### src/rtl/lsu_mem_stage.sv
// Load/store memory stage: one data-memory access per start pulse over a req/ack
// handshake, with lane steering for stores and sign/zero extension for loads.
module lsu_mem_stage #(
    parameter int unsigned TIMEOUT_CYCLES = 64
) (
    input  logic        clk_i,
    input  logic        rst_i,
    input  logic        start_i,
    input  logic        is_store_i,
    input  logic [2:0]  funct3_i,
    input  logic [31:0] addr_i,
    input  logic [31:0] wdata_i,
    output logic        busy_o,
    output logic        done_o,
    output logic [31:0] rdata_o,
    output logic        misaligned_o,
    output logic        fault_o,
    output logic        mem_req_o,
    output logic        mem_we_o,
    output logic [31:0] mem_addr_o,
    output logic [31:0] mem_wdata_o,
    output logic [3:0]  mem_be_o,
    input  logic        mem_ack_i,
    input  logic [31:0] mem_rdata_i
);

    typedef enum logic [1:0] {StIdle, StReq, StResp} state_e;

    localparam logic [7:0] CntMax = 8'(TIMEOUT_CYCLES - 1);

    state_e      state_q, state_d;
    logic [7:0]  cnt_q, cnt_d;
    logic [2:0]  funct3_q, funct3_d;
    logic [1:0]  addr_lo_q, addr_lo_d;
    logic        we_q, we_d;
    logic [31:0] maddr_q, maddr_d;
    logic [31:0] mwdata_q, mwdata_d;
    logic [3:0]  mbe_q, mbe_d;
    logic [31:0] rdata_q, rdata_d;
    logic        mis_q, mis_d;
    logic        fault_q, fault_d;

    logic        illegal;
    logic        mis_new;
    logic [31:0] lane_wdata;
    logic [3:0]  lane_be;
    logic [7:0]  byte_sel;
    logic [15:0] half_sel;
    logic [31:0] load_ext;

    // Decode of the launching instruction; stores only allow B/H/W.
    always_comb begin
        illegal = 1'b1;
        unique case (funct3_i)
            3'b000, 3'b001, 3'b010: illegal = 1'b0;
            3'b100, 3'b101:         illegal = is_store_i;
            default:                illegal = 1'b1;
        endcase
        mis_new = !illegal &&
                  (((funct3_i[1:0] == 2'b01) && addr_i[0]) ||
                   ((funct3_i[1:0] == 2'b10) && (addr_i[1:0] != 2'b00)));
    end

    always_comb begin
        lane_wdata = wdata_i;
        lane_be    = 4'b1111;
        case (funct3_i[1:0])
            2'b00: begin
                lane_wdata = {4{wdata_i[7:0]}};
                lane_be    = 4'b0001 << addr_i[1:0];
            end
            2'b01: begin
                lane_wdata = {2{wdata_i[15:0]}};
                lane_be    = addr_i[1] ? 4'b1100 : 4'b0011;
            end
            default: begin
                lane_wdata = wdata_i;
                lane_be    = 4'b1111;
            end
        endcase
    end

    always_comb begin
        byte_sel = mem_rdata_i[7:0];
        case (addr_lo_q)
            2'd0:    byte_sel = mem_rdata_i[7:0];
            2'd1:    byte_sel = mem_rdata_i[15:8];
            2'd2:    byte_sel = mem_rdata_i[23:16];
            default: byte_sel = mem_rdata_i[31:24];
        endcase
        half_sel = addr_lo_q[1] ? mem_rdata_i[31:16] : mem_rdata_i[15:0];
        case (funct3_q)
            3'b000:  load_ext = {{24{byte_sel[7]}}, byte_sel};
            3'b100:  load_ext = {24'b0, byte_sel};
            3'b001:  load_ext = {{16{half_sel[15]}}, half_sel};
            3'b101:  load_ext = {16'b0, half_sel};
            default: load_ext = mem_rdata_i;
        endcase
    end

    always_comb begin
        state_d   = state_q;
        cnt_d     = cnt_q;
        funct3_d  = funct3_q;
        addr_lo_d = addr_lo_q;
        we_d      = we_q;
        maddr_d   = maddr_q;
        mwdata_d  = mwdata_q;
        mbe_d     = mbe_q;
        rdata_d   = rdata_q;
        mis_d     = mis_q;
        fault_d   = fault_q;
        unique case (state_q)
            StIdle: begin
                if (start_i) begin
                    funct3_d  = funct3_i;
                    addr_lo_d = addr_i[1:0];
                    we_d      = is_store_i;
                    maddr_d   = {addr_i[31:2], 2'b00};
                    mwdata_d  = lane_wdata;
                    mbe_d     = lane_be;
                    cnt_d     = 8'd0;
                    if (illegal || mis_new) begin
                        // Error-only path: complete without touching memory.
                        state_d = StResp;
                        rdata_d = 32'b0;
                        fault_d = illegal;
                        mis_d   = mis_new;
                    end else begin
                        state_d = StReq;
                    end
                end
            end
            StReq: begin
                if (mem_ack_i) begin
                    state_d = StResp;
                    rdata_d = we_q ? 32'b0 : load_ext;
                    fault_d = 1'b0;
                    mis_d   = 1'b0;
                end else if (cnt_q == CntMax) begin
                    state_d = StResp;
                    rdata_d = 32'b0;
                    fault_d = 1'b1;
                    mis_d   = 1'b0;
                end else begin
                    cnt_d = cnt_q + 8'd1;
                end
            end
            StResp: state_d = StIdle;
            default: state_d = StIdle;
        endcase
    end

    always_ff @(posedge clk_i or posedge rst_i) begin
        if (rst_i) begin
            state_q   <= StIdle;
            cnt_q     <= 8'd0;
            funct3_q  <= 3'b0;
            addr_lo_q <= 2'b0;
            we_q      <= 1'b0;
            maddr_q   <= 32'b0;
            mwdata_q  <= 32'b0;
            mbe_q     <= 4'b0;
            rdata_q   <= 32'b0;
            mis_q     <= 1'b0;
            fault_q   <= 1'b0;
        end else begin
            state_q   <= state_d;
            cnt_q     <= cnt_d;
            funct3_q  <= funct3_d;
            addr_lo_q <= addr_lo_d;
            we_q      <= we_d;
            maddr_q   <= maddr_d;
            mwdata_q  <= mwdata_d;
            mbe_q     <= mbe_d;
            rdata_q   <= rdata_d;
            mis_q     <= mis_d;
            fault_q   <= fault_d;
        end
    end

    assign mem_req_o    = (state_q == StReq);
    assign busy_o       = (state_q == StReq);
    assign done_o       = (state_q == StResp);
    assign mem_we_o     = we_q;
    assign mem_addr_o   = maddr_q;
    assign mem_wdata_o  = mwdata_q;
    assign mem_be_o     = mbe_q;
    assign rdata_o      = rdata_q;
    assign misaligned_o = mis_q;
    assign fault_o      = fault_q;

endmodule

### config.mk
export PLATFORM = sky130hd
export DESIGN_NAME = lsu_mem_stage
export DESIGN_NICKNAME = d
export VERILOG_FILES = /design/src/rtl/lsu_mem_stage.sv
export SDC_FILE = /design/constraint.sdc
export NUM_CORES = 1
export LEC_CHECK = 0
export BUFFER_PORTS_ARGS = -buffer_cell sky130_fd_sc_hd__buf_2
export CORE_UTILIZATION = 44
export DETAILED_ROUTE_END_ITERATION = 16
export GPL_TIMING_DRIVEN = 0
export PLACE_DENSITY_LB_ADDON = 0.15
export SYNTH_ARGS = -nofsm -noshare
export SYNTH_HDL_FRONTEND = slang
export SYNTH_SLANG_ARGS = --single-unit
### constraint.sdc
create_clock -name clk_i -period 3.9 [get_ports clk_i]
set_input_delay 0.78 -clock clk_i [delete_from_list [all_inputs] [get_ports clk_i]]
set_output_delay 0.78 -clock clk_i [all_outputs]
set_load 0.1 [all_outputs]
Word-level counts from Yosys, hierarchy flattened
Cells that the tools add are included.
{ "totals": {"regBits": 116, "input_bits": 104} }
{ "op_classes": {"n_addsub": 1, "eq_ne": 19, "shifts": 1, "muxes": 32, "reduce_logical": 19} }
{ "ops": {"columns": ["cell", "n"], "rows": [
  ["32-bit two-way mux", 5],
  ["32-bit case mux with 2 select lines", 2],
  ["32-bit case mux with 4 select lines", 1],
  ["8-bit two-way mux", 3],
  ["8-bit case mux with 3 select lines", 1],
  ["16-bit two-way mux", 1],
  ["8-bit case mux with 2 select lines", 1],
  ["3-bit == test (second input constant)", 4],
  ["8-bit by 1-bit adder with 8-bit output (second input constant)", 1],
  ["8-bit by 6-bit == test with 1-bit output (second input constant)", 1],
  ["1-bit two-way mux", 8],
  ["2-bit two-way mux", 4],
  ["2-bit != test (second input constant)", 4],
  ["4-bit case mux with 2 select lines", 1],
  ["4-bit AND reduction", 2],
  ["2-bit by 1-bit == test with 1-bit output (second input constant)", 3],
  ["2-bit == test (second input constant)", 3],
  ["3-bit by 1-bit == test with 1-bit output (second input constant)", 2],
  ["2-bit logical NOT", 3],
  ["3-bit logical NOT", 2],
  ["1-bit case mux with 2 select lines", 3],
  ["4-bit two-way mux", 1],
  ["2-bit case mux with 2 select lines", 1],
  ["2-bit AND reduction", 2],
  ["9 further kinds", 13]
]} }

Logic depth before layout (Yosys ltp)
{ "depth": {"depth_word": 9, "ltp_mapped": 6, "mapped_depth_nobuf": 5} }

Least setup slack after synthesis
Ideal clock, no wire load.
{ "synth_timing": {"path_kind": "register to register", "from": "register state_q[1]", "to": "register rdata_q[16], in the netlist rdata_o[16]", "arrival_ps": 2453, "required_ps": 3831, "slack_ps": 1379, "stages_incl_launch_ff": 7, "path_cell_list": "dfrtp_1 -> nand2b_1 -> inv_1 -> nand3b_1 -> a2111oi_4 -> buf_2 -> a221o_1"} }
{ "synth_between": {"elab_chain_len": 3} }
{ "synth_rtl": {"columns": ["item", "line_no", "text"], "rows": [
  ["from (decl)", "31", "state_e state_q, state_d;"],
  ["from (signal assigned)", "156", "state_q <= StIdle;"],
  ["from (signal assigned)", "168", "state_q <= state_d;"],
  ["2-bit by 1-bit == test with 1-bit output (*)", null, null],
  ["net busy_o", "13", "output logic busy_o,"],
  ["3-bit by 1-bit != test with 1-bit output (no line) or 2-bit nonzero test (tied branches)", null, null],
  ["4-bit AND reduction (no line)", null, null],
  ["to (signal assigned)", "176", "rdata_q <= rdata_d;"],
  ["to (decl)", "39", "logic [31:0] rdata_q, rdata_d;"]
]} }
The timed path passes the listed nets; every way through them passes the cells marked *.
A chain may end at the register's enable or synchronous reset.

Final worst setup path
{ "layout_timing": {"from": "register state_q[1]", "to": "output mem_req_o"} }
{ "layout_between": {"elab_chain_len": 1} }
{ "layout_rtl": {"columns": ["item", "line_no", "text"], "rows": [
  ["2-bit by 1-bit == test with 1-bit output", "182", "assign mem_req_o = (state_q == StReq);"],
  ["to (decl)", "18", "output logic mem_req_o,"]
]} }
No other way between the ends.

==> results.toml <==
[setup_path]
reg2reg_to = "rdata_o[21]"
endpoint = "mem_req_o"
crit_fanout = 6
arrival_ps = 1860
ff2ff_path_depth = 6
startpoint_type = "flop"
worstSetupStartpoint = "state_q[1]"
r2r_start = "state_q[1]"
end_kind = "output pin"
criticalPathCategory = "flop to output pin"
rrSetupSlack_ps = 1570
required_ps = 3120

[sta]
setup_slack_ps = 1260
worst_slew_pin_slew_ps = 1040
clock.fmax_mhz = 378
finalSetupViolations = 0
post-route-period-util_pct = 67.8
rsz0062_at_grt = "false"
fin_skew_ps = 9.31
timing.final.crit_period_ps = 2640
slew_headroom_pct = 30.7
hold_viol = 0
maxSlewViolCount = 0

[die]
die_h_um = 113
start_util_pct = 45.2
dieArea_mm2 = 0.0128
core_mm2 = 0.0121
die_x_um = 113
ios = 210
rows = 40

[clock_network]
ctsHoldBuffers = 0
numCtsBuffers = 17
cts_resized = 0
cts_setup_buffers = 0
clk_path_buf_depth = 2
path_clk_slew_ps = 50
clock_latency_ps = 420
clockRootBuffer = "clkbuf_16"
cts_sinks = 116
cts_tree = "built"
htree_levels = 4

[global_routing]
antenna_found_initial = 1
grt_pass1_vias = 5121
grt_max_degree = 86
track_usage_pct = 27.0
grt_pass1_wl_um = 26200
grt_overflow_total = 0

[final_layout]
utilization_pct = 61.0
layout-drive-gt1-share_pct = 32.8
syn2layout_area_growth_pct = 34.9
final_cell_mix = "209 x buf_2, 160 x nand2_1, 116 x dfrtp_1, 44 x o21ai_0, 33 x mux2i_1"
layout_commonest_cell = "buf_2"
fin_nets = 885

[outcome]
status = "complete, no violations"

[power_and_ir_drop]
switching_share_pct = 51.2
ir_drop_mv = 0.654
intPower_mw = 3.08
clock_power_share_pct = 26.3
p_seq_share_pct = 25.8
leakagePower_nw = 3.85
combPwrFrac_pct = 48.0
power_density_mw_per_mm2 = 858
p_switching_mw = 3.23

[synth]
async_reset_ff_share_pct = 100
synthesis.area_per_instance_um2 = 9.86
ys_seq_elements = 116
ys_seq_area_share_pct = 53.2
synth-edff-count = 0
syn_inst = 553
yosys_most_used_dff = "dfrtp_1"
synth_warnings = 0
netlist_area_mm2 = 0.00545
synth_cell_type_count = 44

[drt]
route.detailed.drc = 0
postRouteAntennaNets = 0
drtIter0Drc = 384
drt-total-wl_um = 16500
wl_per_cell_um = 17.2
via_per_inst = 5.33
vias = 5125
drtPass1Iterations = 6

[place]
port_buffers = 206
preCtsSetupSlack_ps = 1230
routabilityCongestion = 0.880
dp_hpwl_um = 11900

[run]
maxCapViolations = 0

[worst_hold_path]
worstHoldPathType = "input pin to async pin"
power by group through the flow:
| stage | Combinational [mW] | Sequential [mW] | Clock [mW] |
|---|---|---|---|
| 2_1_floorplan | 0.626 | 3.47 | 0 |
| 3_3_place_gp | 3.00 | 1.63 | 0 |
| 3_5_place_dp | 3.03 | 1.64 | 0 |
| 4_1_cts | 3.03 | 1.63 | 1.68 |
| 5_1_grt | 3.15 | 1.66 | 1.73 |
| 6_report | 3.03 | 1.63 | 1.66 |
layer usage:
layer	share of wire, %	track usage [%]	up-vias	routed length [um]
met5	0	0	-	0
li1	-	-	2383	-
met1	41	32.2	2455	6740
met2	47	43.4	242	7780
met4	3.1	12.0	0	518
met3	9.0	10.2	45	1480
cells by family (layout without fill, tap and decap cells):
| kind of cell | Yosys count | after routing | synth area share, % |
|---|---|---|---|
| AO/OA/AOI/OAI | 123 | 123 | 16.2 |
| multiplexers | 41 | 41 | 8.95 |
| flip-flops | 116 | 116 | 53.2 |
| adder cells (fa/ha/maj) | 1 | 1 | 0.229 |
| buffers and inverters | 54 | 293 | 4.34 |
| AND/OR/NAND/NOR | 217 | 217 | 17.0 |
| other | 1 | 3 | 0.0688 |
sequential cells by signal, indices dropped and copies added, names as in the netlist, 2 cells and up:
| register | flops |
|---|---|
| funct3_q | 3 |
| mem_addr_o | 30 |
| rdata_o | 32 |
| addr_lo_q | 2 |
| cnt_q | 8 |
| state_q | 2 |
| mem_wdata_o | 32 |
| mem_be_o | 4 |
layout make-up:
cell class / count / area [um2]
antenna: 1 / 2.50
fill: 1062 / 4700
clock buffer: 21 / 470
buffer: 40 / 184
multi-input combinational: 384 / 2320
sequential: 116 / 2900
inverter: 14 / 57.6
timing repair buffer: 207 / 1060
tap: 168 / 210
clock inverter: 11 / 155
critical path: stages (launching register included):
cell and delay [ps]:
dfrtp_1 400, nand2b_1 230, inv_1 250, buf_4 150
buf_2 410
synthesized netlist by cell type (2+ instances only):
cell type,count,area share (%)
nand2_1,160,11
dfrtp_1,116,53
o21ai_0,44,4.0
mux2i_1,33,6.1
clkbuf_1,26,1.8
a221o_1,21,3.9
a21oi_1,16,1.5
nor2_1,15,1.0
inv_1,14,0.96
nand2b_1,13,1.5
a32o_1,7,1.3
or3_1,7,0.80
mux4_2,6,2.5
o2bb2ai_1,6,0.96
buf_1,5,0.34
nor3_1,5,0.46
o22ai_1,5,0.57
o32ai_1,5,0.80
a31oi_1,4,0.46
buf_4,4,0.55
nand3_1,4,0.37
o31ai_1,4,0.55
a221oi_1,3,0.48
buf_2,3,0.28
a21o_1,2,0.28
a22o_1,2,0.32
buf_6,2,0.41
mux2_2,2,0.41
nor2b_1,2,0.23
nor3b_1,2,0.28
o21bai_1,2,0.28
metrics by stage:
step           std cells  setup TNS (ps)  hold WS, ps  total power [mW]  instance area, um2
6_report             962               0          336              6.31                7360
3_5_place_dp         929               0          458              4.67                6730
2_1_floorplan        554               0          476              4.10                5460
5_1_grt              961               0          346              6.54                7360
4_1_cts              961               0          333              6.34                7360
3_3_place_gp         928         -147130          454              4.63                6700
worst min path at each step:
stage / to / slack, ps / depth (start not counted)
floorplan: cnt_q[1] / 480 / 2
detailed placement: mem_wdata_o[1] / 460 / 2
CTS: mem_addr_o[23] / 330 / 2
global placement: mem_addr_o[23] / 450 / 2
global route: mem_addr_o[27] / 350 / 2
finish: mem_addr_o[22] / 340 / 2
Note: power is estimated with default switching activity, not from simulation.
